$ cat config.mk
export PLATFORM = sky130hd
export DESIGN_NAME = repeat_line_emitter
export DESIGN_NICKNAME = d
export VERILOG_FILES = /design/src/rtl/repeat_line_emitter.sv
export SDC_FILE = /design/constraint.sdc
export NUM_CORES = 1
export LEC_CHECK = 0
export ABC_AREA = 1
export BUFFER_PORTS_ARGS = -buffer_cell sky130_fd_sc_hd__buf_4
export CORE_ASPECT_RATIO = 1.4
export CORE_MARGIN = 8
export CORE_UTILIZATION = 40
export CTS_CLUSTER_SIZE = 25
export DETAILED_ROUTE_END_ITERATION = 7
export SLEW_MARGIN = 20
export SYNTH_ARGS = -nofsm -noshare
export SYNTH_HDL_FRONTEND = slang
export SYNTH_SLANG_ARGS = --single-unit
$ cat constraint.sdc
create_clock -name clk -period 5 [get_ports clk]
set_input_delay 1 -clock clk [delete_from_list [all_inputs] [get_ports clk]]
set_output_delay 1 -clock clk [all_outputs]
set_load 0.03 [all_outputs]
$ cat src/rtl/repeat_line_emitter.sv
// Parses newline-terminated "[sel][digits]" command lines from a byte stream and
// emits the selected character N times (plus optional newline) over a busy/en handshake.
module repeat_line_emitter #(
    parameter int unsigned COUNT_WIDTH  = 16,
    parameter int unsigned FIFO_DEPTH   = 16,
    parameter logic [7:0]  DEFAULT_CHAR = 8'h42,
    parameter bit          EMIT_NEWLINE = 1'b1
) (
    input  logic       clk,
    input  logic       rst,
    input  logic       input_valid,
    input  logic [7:0] input_data,
    input  logic       output_busy,
    output logic       output_en,
    output logic [7:0] output_data,
    output logic       overflow,
    output logic       parse_error
);

    localparam int unsigned AW = $clog2(FIFO_DEPTH);

    localparam logic [2:0] S_PARSE  = 3'd0;
    localparam logic [2:0] S_SEND   = 3'd1;
    localparam logic [2:0] S_GAP    = 3'd2;
    localparam logic [2:0] S_NL     = 3'd3;
    localparam logic [2:0] S_NL_GAP = 3'd4;

    logic [7:0]             fifo_mem_r [FIFO_DEPTH];
    logic [AW:0]            wr_ptr_r;
    logic [AW:0]            rd_ptr_r;
    logic                   fifo_full_s;
    logic                   fifo_empty_s;
    logic                   wr_en_s;
    logic                   pop_s;
    logic                   overflow_r;

    logic [2:0]             state_r;
    logic [COUNT_WIDTH-1:0] count_r;
    logic [COUNT_WIDTH-1:0] run_r;
    logic [7:0]             emit_char_r;
    logic [7:0]             run_char_r;
    logic                   started_r;
    logic                   bad_r;
    logic                   parse_error_r;

    logic [7:0]             byte_s;
    logic                   is_digit_s;
    logic                   is_cr_s;
    logic                   is_lf_s;
    logic                   is_sel_s;
    logic [COUNT_WIDTH+3:0] acc_s;
    logic [COUNT_WIDTH-1:0] count_next_s;

    // Extra pointer bit distinguishes full from empty when the indices match.
    assign fifo_empty_s = (wr_ptr_r == rd_ptr_r);
    assign fifo_full_s  = (wr_ptr_r[AW] != rd_ptr_r[AW]) &&
                          (wr_ptr_r[AW-1:0] == rd_ptr_r[AW-1:0]);
    assign wr_en_s      = input_valid && !fifo_full_s;
    assign pop_s        = (state_r == S_PARSE) && !fifo_empty_s;

    assign byte_s       = fifo_mem_r[rd_ptr_r[AW-1:0]];
    assign is_digit_s   = (byte_s >= 8'h30) && (byte_s <= 8'h39);
    assign is_cr_s      = (byte_s == 8'h0D);
    assign is_lf_s      = (byte_s == 8'h0A);
    assign is_sel_s     = (byte_s >= 8'h21) && (byte_s <= 8'h7E) && !is_digit_s;

    // count*10 + digit in a 4-bit-wider accumulator; any carry out means saturation,
    // and an all-ones count always carries out again, so saturation is sticky per line.
    assign acc_s        = ({4'd0, count_r} << 3) + ({4'd0, count_r} << 1) +
                          {{COUNT_WIDTH{1'b0}}, byte_s[3:0]};
    assign count_next_s = (acc_s[COUNT_WIDTH+3:COUNT_WIDTH] != 4'd0) ?
                          {COUNT_WIDTH{1'b1}} : acc_s[COUNT_WIDTH-1:0];

    // FIFO storage; contents need no reset because the pointers gate every read.
    always_ff @(posedge clk) begin
        if (wr_en_s) begin
            fifo_mem_r[wr_ptr_r[AW-1:0]] <= input_data;
        end
    end

    // FIFO pointers and sticky overflow flag.
    always_ff @(posedge clk) begin
        if (rst) begin
            wr_ptr_r   <= '0;
            rd_ptr_r   <= '0;
            overflow_r <= 1'b0;
        end else begin
            if (wr_en_s) begin
                wr_ptr_r <= wr_ptr_r + {{AW{1'b0}}, 1'b1};
            end
            if (pop_s) begin
                rd_ptr_r <= rd_ptr_r + {{AW{1'b0}}, 1'b1};
            end
            if (input_valid && fifo_full_s) begin
                overflow_r <= 1'b1;
            end
        end
    end

    // Line parser and emission sequencer.
    always_ff @(posedge clk) begin
        if (rst) begin
            state_r       <= S_PARSE;
            count_r       <= '0;
            run_r         <= '0;
            emit_char_r   <= DEFAULT_CHAR;
            run_char_r    <= DEFAULT_CHAR;
            started_r     <= 1'b0;
            bad_r         <= 1'b0;
            parse_error_r <= 1'b0;
        end else begin
            parse_error_r <= 1'b0;
            case (state_r)
                S_PARSE: begin
                    if (pop_s) begin
                        if (is_lf_s) begin
                            count_r     <= '0;
                            emit_char_r <= DEFAULT_CHAR;
                            started_r   <= 1'b0;
                            bad_r       <= 1'b0;
                            if (bad_r) begin
                                parse_error_r <= 1'b1;
                            end else if (count_r != '0) begin
                                run_r      <= count_r;
                                run_char_r <= emit_char_r;
                                state_r    <= S_SEND;
                            end
                        end else if (!is_cr_s && !bad_r) begin
                            if (is_digit_s) begin
                                count_r   <= count_next_s;
                                started_r <= 1'b1;
                            end else if (is_sel_s && !started_r) begin
                                emit_char_r <= byte_s;
                                started_r   <= 1'b1;
                            end else begin
                                bad_r <= 1'b1;
                            end
                        end
                    end
                end
                S_SEND: begin
                    if (!output_busy) begin
                        run_r   <= run_r - COUNT_WIDTH'(1);
                        state_r <= S_GAP;
                    end
                end
                S_GAP: begin
                    if (!output_busy) begin
                        if (run_r != '0) begin
                            state_r <= S_SEND;
                        end else if (EMIT_NEWLINE) begin
                            state_r <= S_NL;
                        end else begin
                            state_r <= S_PARSE;
                        end
                    end
                end
                S_NL: begin
                    if (!output_busy) begin
                        state_r <= S_NL_GAP;
                    end
                end
                S_NL_GAP: begin
                    if (!output_busy) begin
                        state_r <= S_PARSE;
                    end
                end
                default: begin
                    state_r <= S_PARSE;
                end
            endcase
        end
    end

    // Strobe is combinational on output_busy so a byte goes out the first idle cycle.
    always_comb begin
        output_en   = 1'b0;
        output_data = 8'h00;
        case (state_r)
            S_SEND: begin
                if (!output_busy) begin
                    output_en   = 1'b1;
                    output_data = run_char_r;
                end else begin
                    output_en   = 1'b0;
                    output_data = 8'h00;
                end
            end
            S_NL: begin
                if (!output_busy) begin
                    output_en   = 1'b1;
                    output_data = 8'h0A;
                end else begin
                    output_en   = 1'b0;
                    output_data = 8'h00;
                end
            end
            default: begin
                output_en   = 1'b0;
                output_data = 8'h00;
            end
        endcase
    end

    assign overflow    = overflow_r;
    assign parse_error = parse_error_r;

endmodule

==> results of run 1 <==
-- timing repair --
| item | in CTS | in global routing |
|---|---|---|
| buffers inserted | 0 | 0 |
| hold buffers | 0 | 0 |
| setup endpoints to repair | 0 | 4 |
| gates resized for setup | 0 | 1 |
-- worst max-delay path, cell delays in order, from the launching register on --
cell                      delay [ps]
sky130_fd_sc_hd__dfxtp_2         340
sky130_fd_sc_hd__inv_2           380
sky130_fd_sc_hd__buf_4           390
sky130_fd_sc_hd__nand2_1         110
sky130_fd_sc_hd__nand2_1          70
sky130_fd_sc_hd__nand2_1          50
sky130_fd_sc_hd__nand3_1          90
sky130_fd_sc_hd__nand3_1          90
sky130_fd_sc_hd__nand2_2         180
sky130_fd_sc_hd__ha_1            150
sky130_fd_sc_hd__ha_1            170
sky130_fd_sc_hd__inv_1            50
sky130_fd_sc_hd__fa_1            390
sky130_fd_sc_hd__o21ai_0         360
sky130_fd_sc_hd__nand2_1          90
sky130_fd_sc_hd__nand3_1         120
sky130_fd_sc_hd__nand3_1          80
sky130_fd_sc_hd__nand2_1          70
sky130_fd_sc_hd__xor2_1           70
sky130_fd_sc_hd__nor2_2          510
sky130_fd_sc_hd__nand3_1         160
sky130_fd_sc_hd__nand4_1         120
sky130_fd_sc_hd__a21oi_1          70
-- cell families (layout without fill, tap and decap cells) --
group | Yosys count | count (layout) | synth area share, %
and+or+nand+nor | 614 | 614 | 26.7
DFF | 197 | 197 | 52.1
buffers and inverters | 157 | 173 | 6.89
AOI/OAI and AO/OA | 136 | 136 | 7.35
adders and majority gates | 39 | 39 | 5.02
xor gates and xnor gates | 21 | 21 | 1.83
muxes | 1 | 1 | 0.0998
-- flip-flops by register name, summed over array words and instances (netlist names), named ones only --
| register | count |
|---|---|
| count_r | 16 |
| parse_error | 1 |
| run_char_r | 8 |
| overflow | 1 |
| state_r | 3 |
| run_r | 16 |
| rd_ptr_r | 5 |
| started_r | 1 |
| wr_ptr_r | 5 |
| bad_r | 1 |
| emit_char_r | 8 |
| fifo_mem_r | 128 |
-- final cells by class --
type	instances	share of cell area [%]
flip-flops and latches	197	47.5
multi-input cells	811	37.4
clock buffers	18	3.90
inverters	109	3.72
well taps	315	3.58
repair buffers	32	2.30
clock inverters	14	1.67
-- per-layer routing --
layer	up-vias	track usage [%]	part of all wire [%]
met2	126	30.2	53
li1	3887	-	-
met1	3651	18.6	41
met5	-	0	0
met3	39	2.55	2.7
met4	0	6.87	2.8
-- power groups by stage --
stage          clock, W  sequential [W]  combinational (W)
6_report        0.00144         0.00188            0.00155
4_1_cts         0.00146         0.00188            0.00156
3_3_place_gp          0         0.00191            0.00155
3_5_place_dp          0         0.00191            0.00155
5_1_grt         0.00152         0.00188            0.00177
2_1_floorplan         0         0.00189            0.00125
-- cells in the final DEF, fill, tap and decap left out, drive strengths merged, types with 13 or more instances in the layout --
master and n:
nand3 115, ha 37, clkbuf 18, nand4 27, xor2 13, nand2 314
dfxtp 69, a21oi 64, inv 109, o21ai 52, edfxtp 128, buf 32
nor2 133
-- worst max path at each step --
stage                       end  slack [ps]  depth (start not counted)
global route         count_r[1]         280                         22
detailed placement   count_r[9]         490                         22
floorplan            count_r[1]        1310                         24
CTS                  count_r[3]         450                         22
global placement    count_r[13]         600                         22
finish               count_r[3]         740                         22
-- through the flow --
step                      util (%)  instance area (um2)
after floorplan                  -                10000
after global placement        42.1                10400
after detailed placement      42.1                10400
after CTS                     44.6                11000
after global routing          44.6                11000
final                         44.6                11000
==> parameters.txt, run 1 <==
Parameter                              Value

Status
  Result of the run    completed

Cells and area
  Total of fill cells in the finished design    2,432
  Net count, final    1,219
  Register area    5230 um2
  Final non-filler cell total    1,496
  Area of combinational cells with multiple inputs    4110 um2
  Antenna Cells    0
  Area growth from synthesis to layout    9.80%
  Share of post-route cells with drive strength above 1    8.04%

Synth
  Post-synth top cells    sky130_fd_sc_hd__nand2_1 (299), sky130_fd_sc_hd__nor2_1 (131), sky130_fd_sc_hd__edfxtp_1 (128), sky130_fd_sc_hd__nand3_1 (114), sky130_fd_sc_hd__inv_1 (99)
  Dominant register cell in the synthesized netlist    sky130_fd_sc_hd__edfxtp_1
  Library cell occupying the most area in the post-synthesis netlist    sky130_fd_sc_hd__edfxtp_1
  Distinct cell type count of the synthesized netlist    44
  Number of enable flip-flop cells after synthesis    128
  Net count of the mapped netlist    1,216
  Sequential share of the synthesized area    52.1%
  Cell area after synthesis    10,000 um2
  Post-Syn Instances    1,165
  Number of warning messages in the yosys log    0
  #FFs+latches synth    197
  Share of the synthesized area in the top cell type    38.3%
  Most instantiated library cell after synthesis    sky130_fd_sc_hd__nand2_1
  Async set-reset flop share out of synthesis    0%
  Per-instance average area after synthesis    8.61 um2
  Biggest area contributors in the synthesized netlist    sky130_fd_sc_hd__edfxtp_1 (38%), sky130_fd_sc_hd__dfxtp_1 (14%), sky130_fd_sc_hd__nand2_1 (11%), sky130_fd_sc_hd__nand3_1 (5.7%), sky130_fd_sc_hd__nor2_1 (4.9%)

Timing
  Final setup skew    16.3 ps
  Setup TNS Final    0 ps
  Final Cycle Share    85.2%
  Relative slew slack    24.4%
  Max-slew violations    0
  Tightest hold margin    446 ps
  Maximum clock frequency    0.235 GHz
  Setup slack after layout    741 ps
  Transition at the pin with the smallest max-transition slack    1130 ps
  # setup viols final    0
  Setup repair after global routing missed its margin    false
  Final min period    4260 ps
  Final-report hold violation count    0

Placed design
  Cell count after placement    1,464
  Detail Placement HPWL    17,000 um
  Buffers on Ports    22
  Global placement routability congestion    0.859
  Post-place setup slack    491 ps

Hold path
  Worst min-delay path startpoint    emit_char_r[7]
  Worst min-delay path category    reg -> reg
  Worst hold path depth    2
  WHS Endpoint    emit_char_r[7]

Power
  Proportion of power drawn by combinational gates    31.9%
  Clock network fraction of design power    29.6%
  Switching part of the total power    35.9%
  Total design power    0.00487 W
  NetSw    0.00175 W
  Power density cells    442 nW/um2
  Int Pwr    0.00312 W
  LEAKAGE    4.67 nW
  Worst VDD drop    0.284 mV
  Power share of the sequential group    38.5%

Die
  Row count    68
  Area of the die    30,500 um2
  CORE AREA    24,700 um2
  Height of the die    203 um
  Top-Level Pins    23
  Initial Util    40.6%
  Horizontal die dimension    150 um

Worst setup path
  Type of origin of the critical path    flop
  Register-to-register setup slack    740 ps
  CP required    5300 ps
  Reg2reg path depth    22
  Peak fanout along the critical path    29
  Worst Setup End Kind    flop
  Worst setup path category    reg -> reg
  Capture point of the worst reg-to-reg path    count_r[3]
  Arrival time of data at the critical path endpoint    4560 ps

CTS
  Total number of H-tree levels    4
  Clock Pin Slew Worst Setup and Hold Paths    70 ps
  Total clock sinks    197
  TritonCTS clock tree    done
  Root buffer cell    sky130_fd_sc_hd__clkbuf_16
  Longest Clk Path Bufs    2
  Number of buffers added by the clock tree synthesis step    17
  Clock latency reported for the late side of the worst-skew pair    440 ps

GRT
  Via count of the first global-routing pass    7,519
  Pin count of the biggest net entering global routing    73
  Global-route total usage across every layer    16.5%
  Initial antenna violation count    0
  Total congestion overflow    0
  Wire length of the first global-routing pass    39,400 um

Detailed routing
  Vias/cell    5.15
  DRC violations left    0
  Drt first-iter violations    510
  Drt pass-1 iters    5
  Via count    7,703
  Antenna viol nets, final    0
  Routed len/inst    16.5 um
  Total wire length after detailed routing    24,600 um

Flow run
  Max-cap check violation count    0
Power figures use the tool's default switching activity.
==> run 2, diff against run 1 <==
Settings changed: REMOVE_ABC_BUFFERS from default to 1.
==> run 2 against run 1 <==
  * Clock-buffer cell count unchanged
  * Register-to-register slack got worse by 150 ps
  * Critical endpoint is now count_r[10]
  * Sequential share of layout area increased by 0.092 points
  * Power decreased by 0.47%
  * Highest routed layer unchanged
  * Core utilization decreased by 0.086 points
==> parameters.txt, run 2 (synthesis gave the netlist of run 1 again) <==
Parameter                              Value

Cells and area
  Final non-filler cell total    1,494 (-0.13%)
  Net count, final    1,218 (-0.082%)
  Area growth from synthesis to layout    9.58%
  Top library cells by usage in the layout, fill and taps aside    sky130_fd_sc_hd__nand2_1 (299), sky130_fd_sc_hd__nor2_1 (130), sky130_fd_sc_hd__edfxtp_1 (128)
  Final design instance area without fill    11,000 um2 (-0.19%)
  Leading cell type in the layout, fill and taps excluded    sky130_fd_sc_hd__nand2_1
  Antenna Cells    0 (unchanged)
  Max FFs per register    128 (unchanged)
  Share of post-route cells with drive strength above 1    8.14% (+0.098 points)

Timing
  Max-slew violations    0 (unchanged)
  Setup repair after global routing missed its margin    false
  Final setup skew    12.9 ps (-3.42 ps)
  Final Cycle Share    88.2% (+3.1 points)
  Maximum clock frequency    0.227 GHz (-3.5%)
  # setup viols final    0 (unchanged)
  Relative slew slack    26.4% (+2.0 points)
  Final min period    4410 ps (+153 ps)
  Transition at the pin with the smallest max-transition slack    1100 ps (-29.3 ps)
  Final-report hold violation count    0 (unchanged)

Placed design
  Global placement routability congestion    0.852 (-0.84%)
  Cell count after placement    1,463 (-0.068%)
  Buffers on Ports    22 (unchanged)
  Detail Placement HPWL    16,700 um (-1.9%)
  Instance area at placement    10,400 um2 (-0.19%)

GRT
  Total congestion overflow    0 (unchanged)
  Global-route total usage across every layer    16.6% (+0.054 points)
  Pin count of the biggest net entering global routing    50 (-32%)
  Wire length of the first global-routing pass    39,300 um (-0.39%)
  Initial antenna violation count    0 (unchanged)
  Via count of the first global-routing pass    7,532 (+0.17%)

Status
  Result of the run    completed

Worst setup path
  CP max-delay cell    sky130_fd_sc_hd__nor2_1
  Arrival time of data at the critical path endpoint    4730 ps (+170 ps)
  Worst setup path category    reg -> reg
  Peak fanout along the critical path    43 (+48%)
  CP required    5320 ps (+20 ps)
  Most common cell type on the critical path    sky130_fd_sc_hd__nand3_1
  Worst Setup End Kind    flop
  Crit-path max cell delay    750 ps (+240 ps)
  Type of origin of the critical path    flop
  Cells along the critical path    inv_2, nand2_1, nand3_1, nand3_1, nand3_1, nand2_2, fa_1, inv_1, fa_1, o21ai_0, nand2_1, nand3_1, nand3_1, nand2_1, xor2_1, nor2_1, nand3_1, nand4_1, a21oi_1

Die
  CORE AREA    24,700 um2 (unchanged)
  Area of the die    30,500 um2 (unchanged)
  Horizontal die dimension    150 um (unchanged)
  Height of the die    203 um (unchanged)
  Row count    68 (unchanged)
  Top-Level Pins    23 (unchanged)
  Initial Util    40.6% (unchanged)

Detailed routing
  DRC violations left    0 (unchanged)
  Via count    7,696 (-0.091%)
  Drt pass-1 iters    5 (unchanged)
  Drt first-iter violations    572 (+12%)
  Total wire length after detailed routing    24,500 um (-0.55%)
  Routed len/inst    16.4 um (-0.42%)
  Vias/cell    5.15 (about the same)
  Antenna viol nets, final    0 (unchanged)

Power
  Power density cells    441 nW/um2 (-0.28%)
  LEAKAGE    4.66 nW (-0.13%)
  Worst VDD drop    0.297 mV (+4.7%)
  Total design power    0.00485 W (-0.47%)

CTS
  Number of buffers added by the clock tree synthesis step    17 (unchanged)
  Clock Pin Slew Worst Setup and Hold Paths    70 ps (about the same)
  Number of instances resized during post-cts repair    0 (unchanged)
  Total number of H-tree levels    4 (unchanged)
  Root buffer cell    sky130_fd_sc_hd__clkbuf_16
  Clock latency reported for the late side of the worst-skew pair    440 ps (about the same)
  Longest Clk Path Bufs    2 (unchanged)
  TritonCTS clock tree    done
  Hold-fix buffers at CTS    0 (unchanged)
  Total clock sinks    197 (unchanged)
  Number of setup buffers added after CTS    0 (unchanged)

Hold path
  Worst min-delay path category    reg -> reg

Flow run
  Max-cap check violation count    0 (unchanged)
run 2: changes by cell type in the layout (fill, tap and decap cells not counted), sizes merged:
cell | previous run | this run
clkinv | 7 | 5
buf | 32 | 31
inv | 109 | 110
run 2: power breakdown:
part           leakage, nW  internal (W)  switching (W)
combinational         2.66      0.000464        0.00108
clock                0.288      0.000833       0.000598
sequential            1.72       0.00181      0.0000587
total                 4.66       0.00311        0.00173
run 2: final timing paths:
kind,from,to,slack (ps),cells past startpoint
worst max-delay path,flop,count_r[10],590,19
worst min-delay path,emit_char_r[7],emit_char_r[7],450,2
worst max register to register,flop,count_r[10],590,19
worst min register to register,emit_char_r[7],emit_char_r[7],450,2
run 2: area by class of cell:
type | instances | area (um2)
clock buffer | 18 | 429
inverter | 109 | 409
fill | 2444 | 13700
clock inverter | 13 | 183
tap | 315 | 394
timing repair buffer | 31 | 233
sequential | 197 | 5230
multi-input combinational | 811 | 4110
run 2: through the flow:
| step | utilization [%] | setup TNS (ps) | hold slack [ps] | setup slack, ps |
|---|---|---|---|---|
| global route | 44.5 | 0 | 481 | 18.7 |
| global placement | 42.0 | 0 | 438 | 613 |
| detailed placement | 42.0 | 0 | 444 | 574 |
| floorplan | - | -5290 | 419 | -334 |
| CTS | 44.5 | 0 | 457 | 566 |
| finish | 44.5 | 0 | 453 | 588 |
run 2: routing by layer:
layer | track usage (%) | share of wire, % | vias to the layer above | wire length, um
met5 | 0 | 0 | - | 0
met4 | 7.59 | 3.2 | 0 | 795
met3 | 3.84 | 4.2 | 47 | 1020
met2 | 29.4 | 53 | 193 | 12900
met1 | 18.4 | 40 | 3562 | 9790
li1 | - | - | 3894 | -
run 2: critical path, delay by kind of cell (launching register included):
family	cells	cell delay, ps
AO/OA/AOI/OAI	2	420
flip-flops	1	320
XOR/XNOR	1	60
buffers and inverters	2	600
adder cells (fa/ha/maj)	2	970
AND/OR/NAND/NOR	12	1910
